<file path="config.mk">
export PLATFORM = sky130hd
export DESIGN_NAME = dither_gen_mc
export DESIGN_NICKNAME = d
export VERILOG_FILES = /design/src/rtl/dither_pkg.sv /design/src/rtl/dither_lfsr.sv /design/src/rtl/dither_gen_mc.sv
export SDC_FILE = /design/constraint.sdc
export NUM_CORES = 1
export LEC_CHECK = 0
export CAP_MARGIN = 20
export CORE_AREA = 2 2 101 103
export CTS_CLUSTER_DIAMETER = 200
export DETAILED_ROUTE_END_ITERATION = 10
export DIE_AREA = 0 0 103 105
export PLACE_DENSITY_LB_ADDON = 0.12
export SYNTH_ARGS = -nofsm -noshare
export SYNTH_HDL_FRONTEND = slang
export SYNTH_SLANG_ARGS = --single-unit
</file>
<file path="constraint.sdc">
create_clock -name clk -period 1.2 [get_ports clk]
set_clock_uncertainty 0.15 [all_clocks]
set_input_delay 0.24 -clock clk [delete_from_list [all_inputs] [get_ports clk]]
set_output_delay 0.24 -clock clk [all_outputs]
set_load 0.05 [all_outputs]
</file>
<file path="src/rtl/dither_pkg.sv">
// dither_pkg: shared definitions for the multi-channel dither generator.
//   dith_mode_e : output distribution selector (off, RPDF, TPDF, high-pass RPDF)
//   DEF_*       : default LFSR length, feedback mask and seed
//   rotl()      : rotate-left of the low 'len' bits of a ROT_W-bit word
package dither_pkg;

  typedef enum logic [1:0] {
    DITH_OFF  = 2'b00,
    DITH_RPDF = 2'b01,
    DITH_TPDF = 2'b10,
    DITH_HP   = 2'b11
  } dith_mode_e;

  localparam int unsigned DEF_LFSR_LEN = 19;
  // x^19 + x^6 + x^2 + x + 1, maximal length
  localparam logic [18:0] DEF_TAPS     = 19'h00047;
  localparam logic [18:0] DEF_SEED     = 19'h00001;

  // Working width of rotl(); LFSR lengths up to this value are supported.
  localparam int unsigned ROT_W = 64;

  // Rotates bits [len-1:0] of v left by n (n < len). Bits at and above len
  // come back as zero, so callers can simply truncate the result.
  function automatic logic [ROT_W-1:0] rotl(input logic [ROT_W-1:0] v,
                                            input int unsigned    len,
                                            input int unsigned    n);
    logic [ROT_W-1:0] r;
    r = '0;
    for (int i = 0; i < ROT_W; i++) begin
      if (i < int'(len)) r[(i + n) % len] = v[i];
    end
    return r;
  endfunction

endpackage

</file>
<file path="src/rtl/dither_lfsr.sv">
// dither_lfsr: one dither channel.
//   clk, rstn : clock, asynchronous active-low reset
//   en        : sample strobe, advances the LFSR and the previous-sample sign
//   load      : reseed strobe (wins over en)
//   seed      : channel seed used on load (already rotated / zero-protected)
//   mode      : distribution select
//   out       : combinational dither word for the current (pre-step) state;
//               the top registers it on the strobe cycle
module dither_lfsr
  import dither_pkg::*;
#(
  parameter int unsigned         LFSR_LEN = DEF_LFSR_LEN,
  parameter logic [LFSR_LEN-1:0] TAPS     = LFSR_LEN'(DEF_TAPS),
  parameter logic [LFSR_LEN-1:0] RST_SEED = LFSR_LEN'(DEF_SEED),
  parameter int unsigned         DW       = 3,
  parameter int unsigned         TPDF_TAP = 9
) (
  input  logic                 clk,
  input  logic                 rstn,
  input  logic                 en,
  input  logic                 load,
  input  logic [LFSR_LEN-1:0]  seed,
  input  dith_mode_e           mode,
  output logic signed [DW-1:0] out
);

  logic [LFSR_LEN-1:0] s_q, s_d;
  // Previous RPDF sample kept as its sign only: 1 means -1, 0 means +1.
  logic                p_neg_q, p_neg_d;
  logic                a, b;
  logic signed [2:0]   val;

  assign a = s_q[LFSR_LEN-1];
  assign b = s_q[TPDF_TAP];

  always_comb begin
    s_d     = s_q;
    p_neg_d = p_neg_q;
    if (load) begin
      s_d     = seed;
      p_neg_d = 1'b1;
    end else if (en) begin
      s_d     = {s_q[LFSR_LEN-2:0], 1'b0} ^ (a ? TAPS : '0);
      // r(a) is -1 exactly when a is set
      p_neg_d = a;
    end
  end

  always_ff @(posedge clk or negedge rstn) begin
    if (!rstn) begin
      s_q     <= RST_SEED;
      p_neg_q <= 1'b1;
    end else begin
      s_q     <= s_d;
      p_neg_q <= p_neg_d;
    end
  end

  // All modes fit in a 3-bit signed value (-2..+2) before sign extension.
  always_comb begin
    val = 3'b000;
    unique case (mode)
      DITH_OFF:  val = 3'b000;
      DITH_RPDF: val = a ? 3'b111 : 3'b001;
      DITH_TPDF: begin
        // b - a
        unique case ({b, a})
          2'b10:   val = 3'b001;
          2'b01:   val = 3'b111;
          default: val = 3'b000;
        endcase
      end
      DITH_HP: begin
        // r(a) - p: +2 when r=+1,p=-1; -2 when r=-1,p=+1; else 0
        if (!a && p_neg_q)      val = 3'b010;
        else if (a && !p_neg_q) val = 3'b110;
        else                    val = 3'b000;
      end
      default:   val = 3'b000;
    endcase
  end

  assign out = DW'(val);

endmodule

</file>
<file path="src/rtl/dither_gen_mc.sv">
// dither_gen_mc: multi-channel dither generator for the DAC digital path.
//   clk, rstn  : clock, asynchronous active-low reset
//   en         : sample strobe, one dither word per channel per high cycle
//   mode       : 00 off, 01 RPDF, 10 TPDF, 11 high-pass RPDF
//   load       : seed load strobe (wins over en; no output update)
//   seed_in    : base seed for load; zero falls back to SEED
//   dither     : channel c at bits [c*DW +: DW], two's complement
//   dither_vld : one-cycle pulse when dither was updated
module dither_gen_mc
  import dither_pkg::*;
#(
  parameter int unsigned         LFSR_LEN = DEF_LFSR_LEN,
  parameter logic [LFSR_LEN-1:0] TAPS     = LFSR_LEN'(DEF_TAPS),
  parameter logic [LFSR_LEN-1:0] SEED     = LFSR_LEN'(DEF_SEED),
  parameter int unsigned         NCH      = 2,
  parameter int unsigned         DW       = 3,
  parameter int unsigned         TPDF_TAP = 9
) (
  input  logic                clk,
  input  logic                rstn,
  input  logic                en,
  input  logic [1:0]          mode,
  input  logic                load,
  input  logic [LFSR_LEN-1:0] seed_in,
  output logic [NCH*DW-1:0]   dither,
  output logic                dither_vld
);

  logic [LFSR_LEN-1:0] base;
  logic [NCH*DW-1:0]   ch_out;
  logic [NCH*DW-1:0]   dither_q, dither_d;
  logic                vld_q, vld_d;
  dith_mode_e          mode_e;

  // An all-zero seed would lock the LFSR; fall back to SEED instead.
  assign base   = (seed_in == '0) ? SEED : seed_in;
  assign mode_e = dith_mode_e'(mode);

  generate
    for (genvar gi = 0; gi < NCH; gi++) begin : gen_ch
      // Rotating a nonzero base keeps it nonzero and decorrelates channels.
      localparam int unsigned ROT = (3 * gi) % LFSR_LEN;

      logic [LFSR_LEN-1:0]  ch_seed;
      logic signed [DW-1:0] ch_word;

      assign ch_seed = LFSR_LEN'(rotl(ROT_W'(base), LFSR_LEN, ROT));

      dither_lfsr #(
        .LFSR_LEN (LFSR_LEN),
        .TAPS     (TAPS),
        .RST_SEED (LFSR_LEN'(rotl(ROT_W'(SEED), LFSR_LEN, ROT))),
        .DW       (DW),
        .TPDF_TAP (TPDF_TAP)
      ) u_lfsr (
        .clk  (clk),
        .rstn (rstn),
        .en   (en),
        .load (load),
        .seed (ch_seed),
        .mode (mode_e),
        .out  (ch_word)
      );

      assign ch_out[gi*DW +: DW] = ch_word;
    end
  endgenerate

  always_comb begin
    dither_d = dither_q;
    vld_d    = 1'b0;
    if (en && !load) begin
      dither_d = ch_out;
      vld_d    = 1'b1;
    end
  end

  always_ff @(posedge clk or negedge rstn) begin
    if (!rstn) begin
      dither_q <= '0;
      vld_q    <= 1'b0;
    end else begin
      dither_q <= dither_d;
      vld_q    <= vld_d;
    end
  end

  assign dither     = dither_q;
  assign dither_vld = vld_q;

endmodule

</file>
Yosys cells after proc, flatten, opt, wreduce, memory -nomap -nowiden --
Cells that the tools add are included.
Storage, ports and cells: flip-flop bits (word level) 47, bits of input ports 25, output and inout port bits 7, logic and storage cells 50
Operators by class: equal/unequal tests 7, muxes and demuxes 22, bitwise operators 2, reductions and logical operators 13
Operators with widths (number):
- 19-bit 2-to-1 mux | 5
- 19-bit bitwise XOR | 2
- 3-bit one-hot mux with 4 select lines | 2
- 19-bit logical NOT | 1
- 3-bit 2-to-1 mux | 6
- 7-bit 2-to-1 mux | 2
- 3-bit one-hot mux with 2 select lines | 2
- 2-bit == test (second input constant) | 4
- 2-bit by 1-bit == test with 1-bit output (second input constant) | 3
- 1-bit logical AND | 5
- 1-bit logical NOT | 5
- 1-bit 2-to-1 mux | 5
- 2-bit logical NOT | 1
- 2-bit nonzero test | 1

Depth between registers and ports, before layout --
depth after elaboration 5, depth in mapped cells 5, mapped depth without buffers 5

By module --
A second synthesis with hierarchy kept.
Second synthesis, totals: cell total of the unflattened synthesis 249, area, all modules 2542.4 sq um
Modules (own cells, without submodules):
- dither_lfsr (gen_ch[0].u_lfsr) | instances 1, cells each 104, area each 1083.5 sq um, seq. area each 503.0 sq um
- dither_lfsr (gen_ch[1].u_lfsr) | instances 1, cells each 105, area each 1076.0 sq um, seq. area each 503.0 sq um
- dither_gen_mc | instances 1, cells each 40, area each 382.9 sq um, seq. area each 175.2 sq um

Least setup slack after synthesis --
No wires, ideal clock.
path kind reg2reg, start register gen_ch[0].u_lfsr.p_neg_q, end register dither_q[1], in the netlist dither[1], library setup time 0.082 ns, data arrival time 1.108 ns, required time 0.968 ns, setup slack -0.140 ns, stages on the path, launching flop included 6, path buffers 0, clock period less this slack 1.340 ns, cells stage by stage dfstp_2 -> inv_1 -> ha_1 -> nor2b_1 -> o21ai_0 -> a31oi_1
Between the ends: word-level cells in the longest chain between the ends 5, elaborated cells between the ends (all ways) 6, classes of those cells mux: 3; reduce/logical: 3
Ends and longest elaborated chain:
- start, declared | RTL line dither_lfsr.sv:29 | logic p_neg_q, p_neg_d;
- start signal, assigned | RTL line dither_lfsr.sv:55 | p_neg_q <= p_neg_d;
- 1-bit logical NOT | RTL line dither_lfsr.sv:76 | else if (a && !p_neg_q) val = 3'b110;
- 1-bit logical AND | RTL line dither_lfsr.sv:76
- 3-bit 2-to-1 mux | RTL line dither_lfsr.sv:76
- 3-bit 2-to-1 mux (*) | RTL line dither_lfsr.sv:75 | if (!a && p_neg_q) val = 3'b010;
- 3-bit one-hot mux with 4 select lines (*) | RTL line dither_lfsr.sv:62 | unique case (mode)
- end signal, assigned | RTL line dither_gen_mc.sv:83 | dither_q <= dither_d;
- end, declared | RTL line dither_gen_mc.sv:31 | logic [NCH*DW-1:0] dither_q, dither_d;
Every way passes the cells marked *; elsewhere a longest branch is shown, timed or not. A chain may end at the register's enable or synchronous reset.

Worst setup path in the final report --
Same ends and word-level chain as after synthesis.

==> reports/results.md <==
### Outcome
- **result of the run** complete, but fails checks
- **violations in the final reports** setup timing

### Yosys
- **xor-xnor portion of the synthesized cell area** 2.20%
- **count of different cell masters after synthesis** 30
- **library cell with the largest summed area after synthesis** sky130_fd_sc_hd__dfrtp_1
- **number of flip-flops and latches in the synthesized netlist** 47
- **area fraction in and, or, nand and nor cells after synthesis** 21.0%
- **compound-cell area share of the yosys netlist** 15.0%
- **post-synthesis adder-cell area fraction** 2.10%
- **Mapped Area** 0.00239 mm^2
- **Synthesis Warnings** 0
- **Synthesized Nets** 270
- **share of synthesized area occupied by flip-flops and latches** 49.5%
- **mux share of post-synthesis cell area** 5.03%
- **area share of the largest cell type after synthesis** 45.1%
- **Synth async-reset ratio** 100%
- **most frequently used flop master after synthesis** sky130_fd_sc_hd__dfrtp_1
- **average footprint of a synthesized cell** 9.90 um^2
- **leading post-synthesis cells by cell area** sky130_fd_sc_hd__dfrtp_1 (45%), sky130_fd_sc_hd__nor2b_1 (11%), sky130_fd_sc_hd__a211oi_1 (7.2%), sky130_fd_sc_hd__mux2i_1 (5.0%), sky130_fd_sc_hd__dfstp_2 (4.4%)
- **largest family of logic cells by synthesized area** simple AND/OR/NAND/NOR gates
- **number of enable-type register cells in the synthesized netlist** 0
- **count of mapped cells out of synthesis** 241

### STA
- **worst-margin pin slew** 0.271 ns
- **Final Max Tran Viols** 0
- **worst hold margin** 0.152 ns
- **setup tns final** -1.43 ns
- **Peak Freq** 748 MHz
- **share of the clock period used by the worst path after layout** 111%
- **setup slack of the critical path after layout** -0.137 ns
- **count of endpoints failing hold in the final timing report** 0
- **relative max-transition margin** 81.9%
- **final setup violation count** 22
- **final worst path period need** 1.34 ns
- **setup repair after global routing missed its margin** true

### Global route
- **number of global-route vias before repair** 1984
- **global-route usage over all layers** 11.5%
- **wire length of the first global-routing pass** 9.61 mm
- **grt ovf** 0
- **largest net degree at the start of global routing** 48
- **antenna violations before repair** 0

### Critical path
- **Worst Path Max Fanout** 2
- **cell count of the worst reg-to-reg path** 5
- **kind of start point of the critical path** register
- **kind of critical path** reg -> reg
- **required time at the endpoint of the critical path** 1.24 ns
- **crit path capture type** register
- **data arrival time at the worst-slack endpoint** 1.37 ns

### Power and ir drop
- **worst ir drop on vdd** 0.405 mV
- **power per cell area** 1130 mW/mm^2
- **leakage power total** 0.00148 uW

### Clocking
- **CTS buffer count** 5
- **post-CTS clock slew at the launch and capture registers of the worst setup and hold paths** 0.09 ns
- **clk buf depth** 2
- **CTS tree** yes
- **H-tree Lvls** 2
- **CTS Root Buffer Type** sky130_fd_sc_hd__clkbuf_8
- **number of sinks on the clock net** 47
- **clock latency at the later pin of the worst-skew pair** 0.30 ns

### Floorplan
- **Floorplan Core Area** 0.00964 mm^2
- **die area** 0.0108 mm^2
- **io pins** 32
- **die extent in x** 103 um
- **effective utilization at floorplan** 24.8%
- **Row Count** 36
- **height of the die** 105 um

### Run
- **max_cap viols** 0

### Route
- **total number of vias** 1894
- **top layer reached by signal wires** met4
- **wire length on met3** 127 um
- **Vias per Instance** 4.29
- **metal2 WL** 2.91 mm
- **Total Wirelength** 5.69 mm
- **Initial DRT Pass Iterations** 4
- **met1 wire length** 2.62 mm
- **remaining design rule violation count** 0
- **detailed router's first-iteration violation count** 78
- **count of antenna-violating nets left after detailed routing** 0
- **mean routed wirelength per cell** 12.9 um

### Finish
- **commonest cells after routing, fill and taps aside** sky130_fd_sc_hd__dfrtp_1 (41), sky130_fd_sc_hd__nor2b_1 (40), sky130_fd_sc_hd__buf_4 (36)
- **ratio of cells with drive above 1 in the final layout** 29.5%
- **n_diodes** 0
- **layout overhead on the synthesized area** 43.6%
- **most common cell after layout, fill and taps aside** sky130_fd_sc_hd__dfrtp_1
- **net total in the final layout** 336
- **Final Cell Area** 0.00343 mm^2

### Placed design
- **Post-Place Setup Slack** -0.416 ns
- **count of buffers inserted at the top-level ports** 31
- **Placer Congestion** 0.754
- **area after detailed placement** 0.00318 mm^2
- **placed wire-length estimate after detailed placement** 4.13 mm

### Hold path
- **Hold/Removal Path Class** in -> reg
- **number of instances on the worst hold path** 3

worst max-delay path, stage by stage (launching register included):
cell,delay (ns)
sky130_fd_sc_hd__dfstp_2,0.53
sky130_fd_sc_hd__inv_2,0.04
sky130_fd_sc_hd__ha_4,0.25
sky130_fd_sc_hd__nor2b_1,0.04
sky130_fd_sc_hd__o21ai_1,0.12
sky130_fd_sc_hd__a31oi_1,0.09
metrics by stage:
step | std cells | total power [uW] | utilization, %
finish | 441 | 3890 | 35.6
global route | 441 | 4120 | 35.6
global placement | 427 | 2910 | 32.9
CTS | 440 | 3940 | 34.8
detailed placement | 427 | 2910 | 32.9
floorplan | 241 | 2410 | -
sequential cells by signal, indices dropped and copies added, names as in the netlist:
name                   count
gen_ch.u_lfsr.s_q         38
dither                     6
dither_vld                 1
gen_ch.u_lfsr.p_neg_q      2
final cells by class:
class / count / area (um^2)
clock inverters: 1 / 5.00
multi-input cells: 173 / 1220
fillers: 1012 / 6210
inverters: 5 / 18.8
well taps: 133 / 166
flip-flops and latches: 47 / 1180
repair buffers: 75 / 761
clock buffers: 7 / 76.3
cells by family after synthesis:
family,after synthesis
fa+ha+maj,4
xor+xnor,6
flops,47
mux,12
simple gates,95
buf+inv,21
compound gates,56
path summary, 6_finish.rpt:
| check | startpoint | endpoint | slack [ns] |
|---|---|---|---|
| hold / removal | seed_in[8] | gen_ch[0].u_lfsr.s_q[8] | 0.15 |
| setup reg to reg | gen_ch[0].u_lfsr.p_neg_q | dither[1] | -0.14 |
| hold reg to reg | gen_ch[1].u_lfsr.s_q[11] | gen_ch[1].u_lfsr.s_q[12] | 0.37 |
| min in group asynchronous | rstn | dither_vld | 0.29 |
| setup / recovery | gen_ch[0].u_lfsr.p_neg_q | dither[1] | -0.14 |
| max in group asynchronous | rstn | gen_ch[0].u_lfsr.s_q[0] | 0.32 |
metal layers:
metal | up-vias | GRT usage (%)
li1 | 954 | -
met1 | 915 | 14.3
met2 | 23 | 19.6
met3 | 2 | 2.81
met4 | 0 | 3.10
met5 | - | 0
Yosys cell counts (2+ instances only):
cell type                  instances
sky130_fd_sc_hd__nor2b_1          41
sky130_fd_sc_hd__inv_1             5
sky130_fd_sc_hd__buf_2            10
sky130_fd_sc_hd__nand2b_1          3
sky130_fd_sc_hd__a211oi_1         23
sky130_fd_sc_hd__o21ai_1          13
sky130_fd_sc_hd__xor2_1            6
sky130_fd_sc_hd__o21ai_0           8
sky130_fd_sc_hd__nor2_1           27
sky130_fd_sc_hd__buf_6             3
sky130_fd_sc_hd__buf_4             2
sky130_fd_sc_hd__a31oi_1           5
sky130_fd_sc_hd__nor4_1            4
sky130_fd_sc_hd__dfrtp_1          43
sky130_fd_sc_hd__ha_1              4
sky130_fd_sc_hd__dfstp_2           4
sky130_fd_sc_hd__and2_1            2
sky130_fd_sc_hd__nand2_1          12
sky130_fd_sc_hd__mux2i_1          12
sky130_fd_sc_hd__a21oi_1           3
sky130_fd_sc_hd__nor3b_1           2
report_power, final:
group / internal [uW] / total [uW] / leakage [uW] / switching, uW
logic: 545 / 1040 / 0.000894 / 499
registers: 1770 / 1900 / 0.000544 / 130
clock network: 411 / 946 / 0.0000422 / 536
total: 2720 / 3890 / 0.00148 / 1160
repair_timing:
action / 4_1_cts / 5_1_grt
endpoints found under the setup margin: 23 / 25
hold endpoints to repair: 43 / 0
pin swaps: 19 / 19
hold buffers: 1 / 0
buffers inserted: 4 / 1
gates resized for setup: 28 / 15
(Power assumes the default switching activity.)
